`src/rtl/dmem_access.sv`:
```
// EX->MEM data-memory access stage: one req/ack bus transaction per aligned load/store; result
// lands 1 cycle after ack (1 cycle for non-memory ops); stall is held high while a request is pending.
`ifndef DM_WORD
`define DM_WORD              3'b000
`define DM_HALFWORD          3'b001
`define DM_HALFWORD_UNSIGNED 3'b010
`define DM_BYTE              3'b011
`define DM_BYTE_UNSIGNED     3'b100
`endif

module dmem_access #(
  parameter int ADDR_W = 32
) (
  input  logic              clk,
  input  logic              rst,
  input  logic              MemRead_in,
  input  logic              MemWrite_in,
  input  logic [2:0]        dm_ctrl_in,
  input  logic [ADDR_W-1:0] addr_in,
  input  logic [31:0]       wdata_in,
  input  logic              RegWrite_in,
  input  logic [4:0]        rd_in,
  input  logic [1:0]        WDSel_in,
  input  logic [31:0]       WD_in,
  output logic              mem_req,
  output logic              mem_we,
  output logic [ADDR_W-1:0] mem_addr,
  output logic [3:0]        mem_be,
  output logic [31:0]       mem_wdata,
  input  logic              mem_ack,
  input  logic [31:0]       mem_rdata,
  output logic              stall,
  output logic              misalign,
  output logic [31:0]       raw_Data,
  output logic [2:0]        dm_ctrl,
  output logic [1:0]        bias,
  output logic              RegWrite,
  output logic [4:0]        rd,
  output logic [1:0]        WDSel,
  output logic [31:0]       WD
);

  typedef enum logic {IDLE, BUSY} state_t;

  state_t      state, state_n;
  logic        access, is_byte, is_half, is_word, misal;
  logic        launch, done, misal_evt;
  logic [3:0]  be_n;
  logic [31:0] wdata_n;
  logic [31:0] rdata_sh;

  always_comb begin
    is_byte = (dm_ctrl_in == `DM_BYTE) || (dm_ctrl_in == `DM_BYTE_UNSIGNED);
    is_half = (dm_ctrl_in == `DM_HALFWORD) || (dm_ctrl_in == `DM_HALFWORD_UNSIGNED);
    is_word = !is_byte && !is_half;
    access  = MemRead_in | MemWrite_in;
    misal   = access && ((is_word && (addr_in[1:0] != 2'b00)) || (is_half && addr_in[0]));
    if (is_byte) begin
      be_n    = 4'b0001 << addr_in[1:0];
      wdata_n = {4{wdata_in[7:0]}};
    end else if (is_half) begin
      be_n    = 4'b0011 << addr_in[1:0];
      wdata_n = {2{wdata_in[15:0]}};
    end else begin
      be_n    = 4'b1111;
      wdata_n = wdata_in;
    end
    rdata_sh = mem_rdata >> {addr_in[1:0], 3'b000};
  end

  // mem_ack only matters in BUSY; a stray ack in IDLE falls through untouched
  always_comb begin
    state_n   = state;
    stall     = 1'b0;
    launch    = 1'b0;
    done      = 1'b0;
    misal_evt = 1'b0;
    case (state)
      IDLE: begin
        if (access && !misal) begin
          stall   = 1'b1;
          launch  = 1'b1;
          state_n = BUSY;
        end else begin
          misal_evt = misal;
        end
      end
      BUSY: begin
        if (mem_ack) begin
          done    = 1'b1;
          state_n = IDLE;
        end else begin
          stall = 1'b1;
        end
      end
      default: state_n = IDLE;
    endcase
  end

  always_ff @(posedge clk or negedge rst) begin
    if (!rst) state <= IDLE;
    else      state <= state_n;
  end

  // Writeback fields track inputs every edge; upstream holds them stable while stalled
  always_ff @(posedge clk or negedge rst) begin
    if (!rst) begin
      mem_req   <= 1'b0;
      mem_we    <= 1'b0;
      mem_addr  <= '0;
      mem_be    <= 4'b0;
      mem_wdata <= 32'b0;
      misalign  <= 1'b0;
      raw_Data  <= 32'b0;
      dm_ctrl   <= 3'b0;
      bias      <= 2'b0;
      RegWrite  <= 1'b0;
      rd        <= 5'b0;
      WDSel     <= 2'b0;
      WD        <= 32'b0;
    end else begin
      dm_ctrl  <= dm_ctrl_in;
      bias     <= addr_in[1:0];
      rd       <= rd_in;
      WDSel    <= WDSel_in;
      WD       <= WD_in;
      misalign <= misal_evt;
      RegWrite <= (done || (state == IDLE && !access)) ? RegWrite_in : 1'b0;
      if (launch) begin
        mem_req   <= 1'b1;
        mem_we    <= MemWrite_in;
        mem_addr  <= {addr_in[ADDR_W-1:2], 2'b00};
        mem_be    <= be_n;
        mem_wdata <= wdata_n;
      end
      if (done) begin
        mem_req  <= 1'b0;
        mem_we   <= 1'b0;
        raw_Data <= rdata_sh;
      end
    end
  end

endmodule
```
`config.mk`:
```
export PLATFORM = sky130hd
export DESIGN_NAME = dmem_access
export DESIGN_NICKNAME = d
export VERILOG_FILES = /design/src/rtl/dmem_access.sv
export SDC_FILE = /design/constraint.sdc
export NUM_CORES = 1
export LEC_CHECK = 0
export CAP_MARGIN = 30
export CORE_AREA = 2 2 144 104
export DETAILED_ROUTE_END_ITERATION = 10
export DIE_AREA = 0 0 146 106
export HOLD_SLACK_MARGIN = 0.12
export PLACE_DENSITY = 0.86
export SKIP_CTS_REPAIR_TIMING = 1
export SKIP_LAST_GASP = 1
export SLEW_MARGIN = 20
export SYNTH_ARGS = -nofsm -noshare
export SYNTH_HDL_FRONTEND = slang
export SYNTH_SLANG_ARGS = --single-unit
```
`constraint.sdc`:
```
create_clock -name clk -period 3.7 [get_ports clk]
set_clock_uncertainty 0.1 [all_clocks]
set_input_delay 0.37 -clock clk [delete_from_list [all_inputs] [get_ports clk]]
set_output_delay 0.37 -clock clk [all_outputs]
set_load 0.01 [all_outputs]
```
; Word level (Yosys, flattened, before mapping)
; Cells that the tools add are included.
[word_totals]
regBits = 147
out_inout_bits = 149
in_bits = 144
[classes]
shifts = 3
bitwise = 2
reduce_logical = 16
muxes = 17
eq_ne = 4
[op_table]
columns = operator, count
row1 = $mux W32, 2
row2 = $shr A32 B5 Y32, 1
row3 = $mux W1, 12
row4 = $mux W4, 2
row5 = $eq A3 B2 Y1 const B, 2
row6 = $logic_and A1 B1 Y1, 6
row7 = $logic_not A1 Y1, 4
row8 = $logic_or A1 B1 Y1, 4
row9 = $reduce_bool A2 Y1, 2
row10 = $shl A1 B2 Y4 const A, 1
row11 = $shl A2 B2 Y4 const A, 1
row12 = $eq A3 B1 Y1 const B, 1
row13 = $eq A3 B3 Y1 const B, 1
row14 = $pmux W1 S2, 1
row15 = $not A1 Y1, 1
row16 = $or A1 B1 Y1, 1

; Longest topological paths before layout
[depth]
ltp_word = 13
mapped_depth = 10
mapped_depth_nobuf = 6

; Worst setup path after synthesis
; No wires, ideal clock.
[synth_timing]
kind = input to output
start = input addr_in[0]
end = output stall
path_buffers = 6
slack_ps = 969
arrival_ps = 2261
path_stages = 10
cell_sequence = clkbuf_1 buf_2 clkbuf_1 inv_1 ha_1 o21a_1 buf_2 buf_6 buf_6 a21o_1
[synth_between]
elab_chain_cells = 8
word_cells_on_any_way = 9
cone_classes = mux (2) / reduce/logical (7)
[synth_lines]
columns = item, line
row1 = "start, declared", 19  ; input logic [ADDR_W-1:0] addr_in,
row2 = $reduce_bool A2 Y1, 57  ; misal = access && ((is_word && (addr_in[1:0] != 2'b00)) || (is_half && addr_in[0]));
row3 = $logic_and A1 B1 Y1, 57
row4 = $logic_or A1 B1 Y1 (*), 57
row5 = $logic_and A1 B1 Y1 (*), 57
row6 = $logic_not A1 Y1 (*), 80  ; if (access && !misal) begin
row7 = $logic_and A1 B1 Y1 (*), 80
row8 = $mux W1 (*), 80
row9 = $pmux W1 S2 (*), 78  ; case (state)
row10 = "end, declared", 32  ; output logic stall,
; Every way passes the cells marked *; elsewhere a longest branch is shown, timed or not.

; Worst setup path after layout
[layout_timing]
start = input dm_ctrl_in[0]
end = output stall
[layout_between]
elab_chain_cells = 11
word_cells_on_any_way = 17
cone_classes = eq/ne (4) / mux (2) / reduce/logical (11)
[layout_lines]
columns = item, line
row1 = "start, declared", 18  ; input logic [2:0] dm_ctrl_in,
row2 = $eq A3 B2 Y1 (no line) (tied with other cells), n/a
row3 = "$logic_or A1 B1 Y1, on equally long branches", "53, 54"
row4 = $logic_not A1 Y1, 55  ; is_word = !is_byte && !is_half;
row5 = $logic_and A1 B1 Y1, 55
row6 = $logic_and A1 B1 Y1, 57
row7 = $logic_or A1 B1 Y1 (*), 57
row8 = $logic_and A1 B1 Y1 (*), 57
row9 = $logic_not A1 Y1 (*), 80
row10 = $logic_and A1 B1 Y1 (*), 80
row11 = $mux W1 (*), 80
row12 = $pmux W1 S2 (*), 78
; Marks and branches as above.

==> results.py <==
metrics = {
    "run_status": {
        "status": "finished clean",
    },
    "synth": {
        "yosys.area.top_type_share_pct": 60.4,
        "synth_most_common_cell": "dfrtp_1",
        "yosys-top-cells-area": "dfrtp_1, mux2_2, mux2i_1",
        "synth_top_family_by_area": "multiplexers",
        "ys_seq_area_share_pct": 60.4,
        "synth_edf_count": 0,
        "yosysWarnings": 0,
        "synth-xor-area-share_pct": 0.288,
        "ys_top_cells_by_count": "dfrtp_1, mux2_2, mux2i_1",
        "synth-main-ff-cell": "dfrtp_1",
        "syn_avg_cell_area_um2": 13.5,
        "yosys.area.top_type": "dfrtp_1",
        "muxShareOfSynthArea_pct": 22.0,
        "synth_cell_types": 40,
        "synth-seq-cells": 147,
        "syn_inst": 451,
        "synth-simple-area-share_pct": 4.83,
        "netlist_area_um2": 6090,
        "synth_fa_ha_area_share_pct": 0.822,
        "async_flop_share_pct": 100,
        "synth-compound-area-share_pct": 8.57,
    },
    "pwr": {
        "powerDensity_nw_per_um2": 610,
        "p_seq_share_pct": 38.1,
        "p_sw_mw": 1.71,
        "p_clk_share_pct": 28.4,
        "p_comb_share_pct": 33.5,
        "p_sw_share_pct": 28.6,
        "power_mw": 5.98,
        "peakVddDrop_v": 0.000407,
        "intPower_mw": 4.27,
        "leakagePower_nw": 4.09,
    },
    "cells_and_area": {
        "nets": 890,
        "regArea_um2": 3680,
        "syn2layout_area_growth_pct": 60.9,
        "n_antenna_cell": 0,
        "drive_above_1_share_pct": 17.4,
        "utilization_pct": 68.7,
        "fillCellCount": 1024,
        "multi_input_area_um2": 2240,
        "finalNonFillerCells": 950,
    },
    "floorplan": {
        "die_width_um": 146,
        "core.rowCount": 37,
        "start_util_pct": 42.7,
        "die-area_um2": 15500,
        "die_h_um": 106,
        "pin_count": 293,
        "coreArea_um2": 14300,
    },
    "detailed_routing": {
        "vias": 4768,
        "drt_iter0_drc": 236,
        "drt_wl_total_mm": 17.7,
        "ant_nets": 0,
        "met2_length_mm": 8.91,
        "drt_pass1_iterations": 4,
        "remaining_drc_errors": 0,
        "wl_met3_mm": 1.20,
        "top_layer": "met4",
        "post_drt_wl_per_cell_um": 18.7,
        "vias_per_cell": 5.02,
        "drt-met1-wl_mm": 7.28,
    },
    "placement": {
        "hpwl_mm": 13.2,
        "post-place-ws_ps": 728,
        "port_buffers": 290,
        "place.gp.congestion": 0.901,
        "placed_cells": 916,
    },
    "global_route": {
        "grt.overflow.total": 0,
        "grt_pass1_wl_mm": 27.6,
        "grt_pass1_vias": 5104,
        "antenna_found_initial": 0,
        "grt_max_degree": 117,
        "track_usage_pct": 23.0,
    },
    "worst_setup_path": {
        "critPathRequiredTime_ps": 3230,
        "critPathMaxFanout": 12,
        "cp-endpoint": "stall",
        "rrSetupSlack_ps": 1590,
        "r2r_start": "state$_DFF_PN0_",
        "r2r-end": "mem_addr[14]$_DFFE_PN0P_",
        "critPathKind": "primary input to output port",
        "crit_path_start": "dm_ctrl_in[0]",
        "crit_arrival_ps": 2500,
        "start_kind": "primary input",
        "end_kind": "output port",
        "ff2ff_path_depth": 5,
    },
    "min_path": {
        "hold_path.class": "primary input to flip-flop",
        "hp-start": "rd_in[3]",
    },
    "clock_network": {
        "root_buffer": "clkbuf_16",
        "clock_path_buffers": 2,
        "clk_latency_ps": 400,
        "cts_tree": "built",
        "cts.sinks": 147,
        "cts_max_level": 4,
        "numCtsBuffers": 17,
        "clk_pin_slew_ps": 60,
    },
    "timing": {
        "period_needed_ps": 2970,
        "setup_viol": 0,
        "setup_tns_ps": 0,
        "fin_ws_ps": 727,
        "slew_violations": 0,
        "rsz0062_at_grt": "no",
        "fin_crit_sh_pct": 80.3,
        "tightest_slew_ps": 865,
        "relSlewSlack_pct": 41.9,
        "max_freq_mhz": 336,
        "report.final.hold_viol_count": 0,
    },
    "run": {
        "max-cap-violations": 0,
    },
}
## registers in the layout, indices dropped and copies added, names as in the netlist
| register | count |
|---|---|
| WD | 32 |
| mem_wdata | 32 |
| raw_Data | 32 |
| mem_addr | 30 |
| rd | 5 |
| mem_be | 4 |
| dm_ctrl | 3 |
| WDSel | 2 |
| bias | 2 |
| RegWrite | 1 |
| mem_req | 1 |
| mem_we | 1 |
| misalign | 1 |
| state | 1 |
## cell type report
cell class	count	share of cell area (%)
clock buffer	20	4.46
tap	195	2.49
inverter	8	0.307
timing repair buffer	301	30.8
multi-input combinational	267	22.9
sequential	147	37.6
clock inverter	12	1.51
## cells by family after synthesis
kind of cell | Yosys count
compound gates | 78
flops | 147
xor+xnor | 2
simple gates | 59
other cells | 1
buf+inv | 38
fa+ha+maj | 4
mux | 122
## cells in the final DEF, fill, tap and decap left out, drive strengths merged, types with 11 or more instances in the layout
cell           Yosys  layout
a21oi             18      18
clkdlybuf4s50      0     288
buf               17      11
clkbuf            13      21
dfrtp            147     147
nand2             21      21
nor2              14      14
a211oi            16      16
o21ai             17      17
mux2i             36      36
inv                8      13
nor2b             16      16
mux2              86      86
## power groups by stage
stage          Combinational, mW  Clock [mW]  Sequential, mW
4_1_cts                     2.02        1.73            2.28
6_report                    2.00        1.70            2.28
2_1_floorplan              0.573           0            2.47
3_3_place_gp                1.96           0            2.27
3_5_place_dp                2.01           0            2.30
5_1_grt                     2.12        1.80            2.33
## through the flow
stage	instance area [um^2]	hold slack (ps)
after floorplan	6090	-25.6
after global placement	9170	365
after detailed placement	9170	371
after CTS	9750	50.9
after global routing	9790	259
final	9790	287
## worst min-delay path by stage
stage                                          end  slack (ps)  cells after the start
after floorplan                 RegWrite$_DFF_PN0_         -30                      0
after global placement    raw_Data[15]$_DFFE_PN0P_         370                      2
after detailed placement  raw_Data[11]$_DFFE_PN0P_         370                      2
after CTS                 raw_Data[26]$_DFFE_PN0P_          50                      1
after global routing               rd[3]$_DFF_PN0_         260                      1
final                              rd[3]$_DFF_PN0_         290                      1
## worst max-delay path: stages
cell and delay (ps):
clkdlybuf4s50_1 660, nor2_4 400, xnor2_1 210, o21a_4 180, a21o_1 100, clkdlybuf4s50_1 570
## per-layer routing
metal / up-vias / GRT usage, %
met3: 28 / 7.08
met5: - / 0
li1: 2188 / -
met4: 0 / 8.32
met2: 189 / 38.9
met1: 2363 / 28.0
Note: power is estimated with default switching activity, not from simulation.
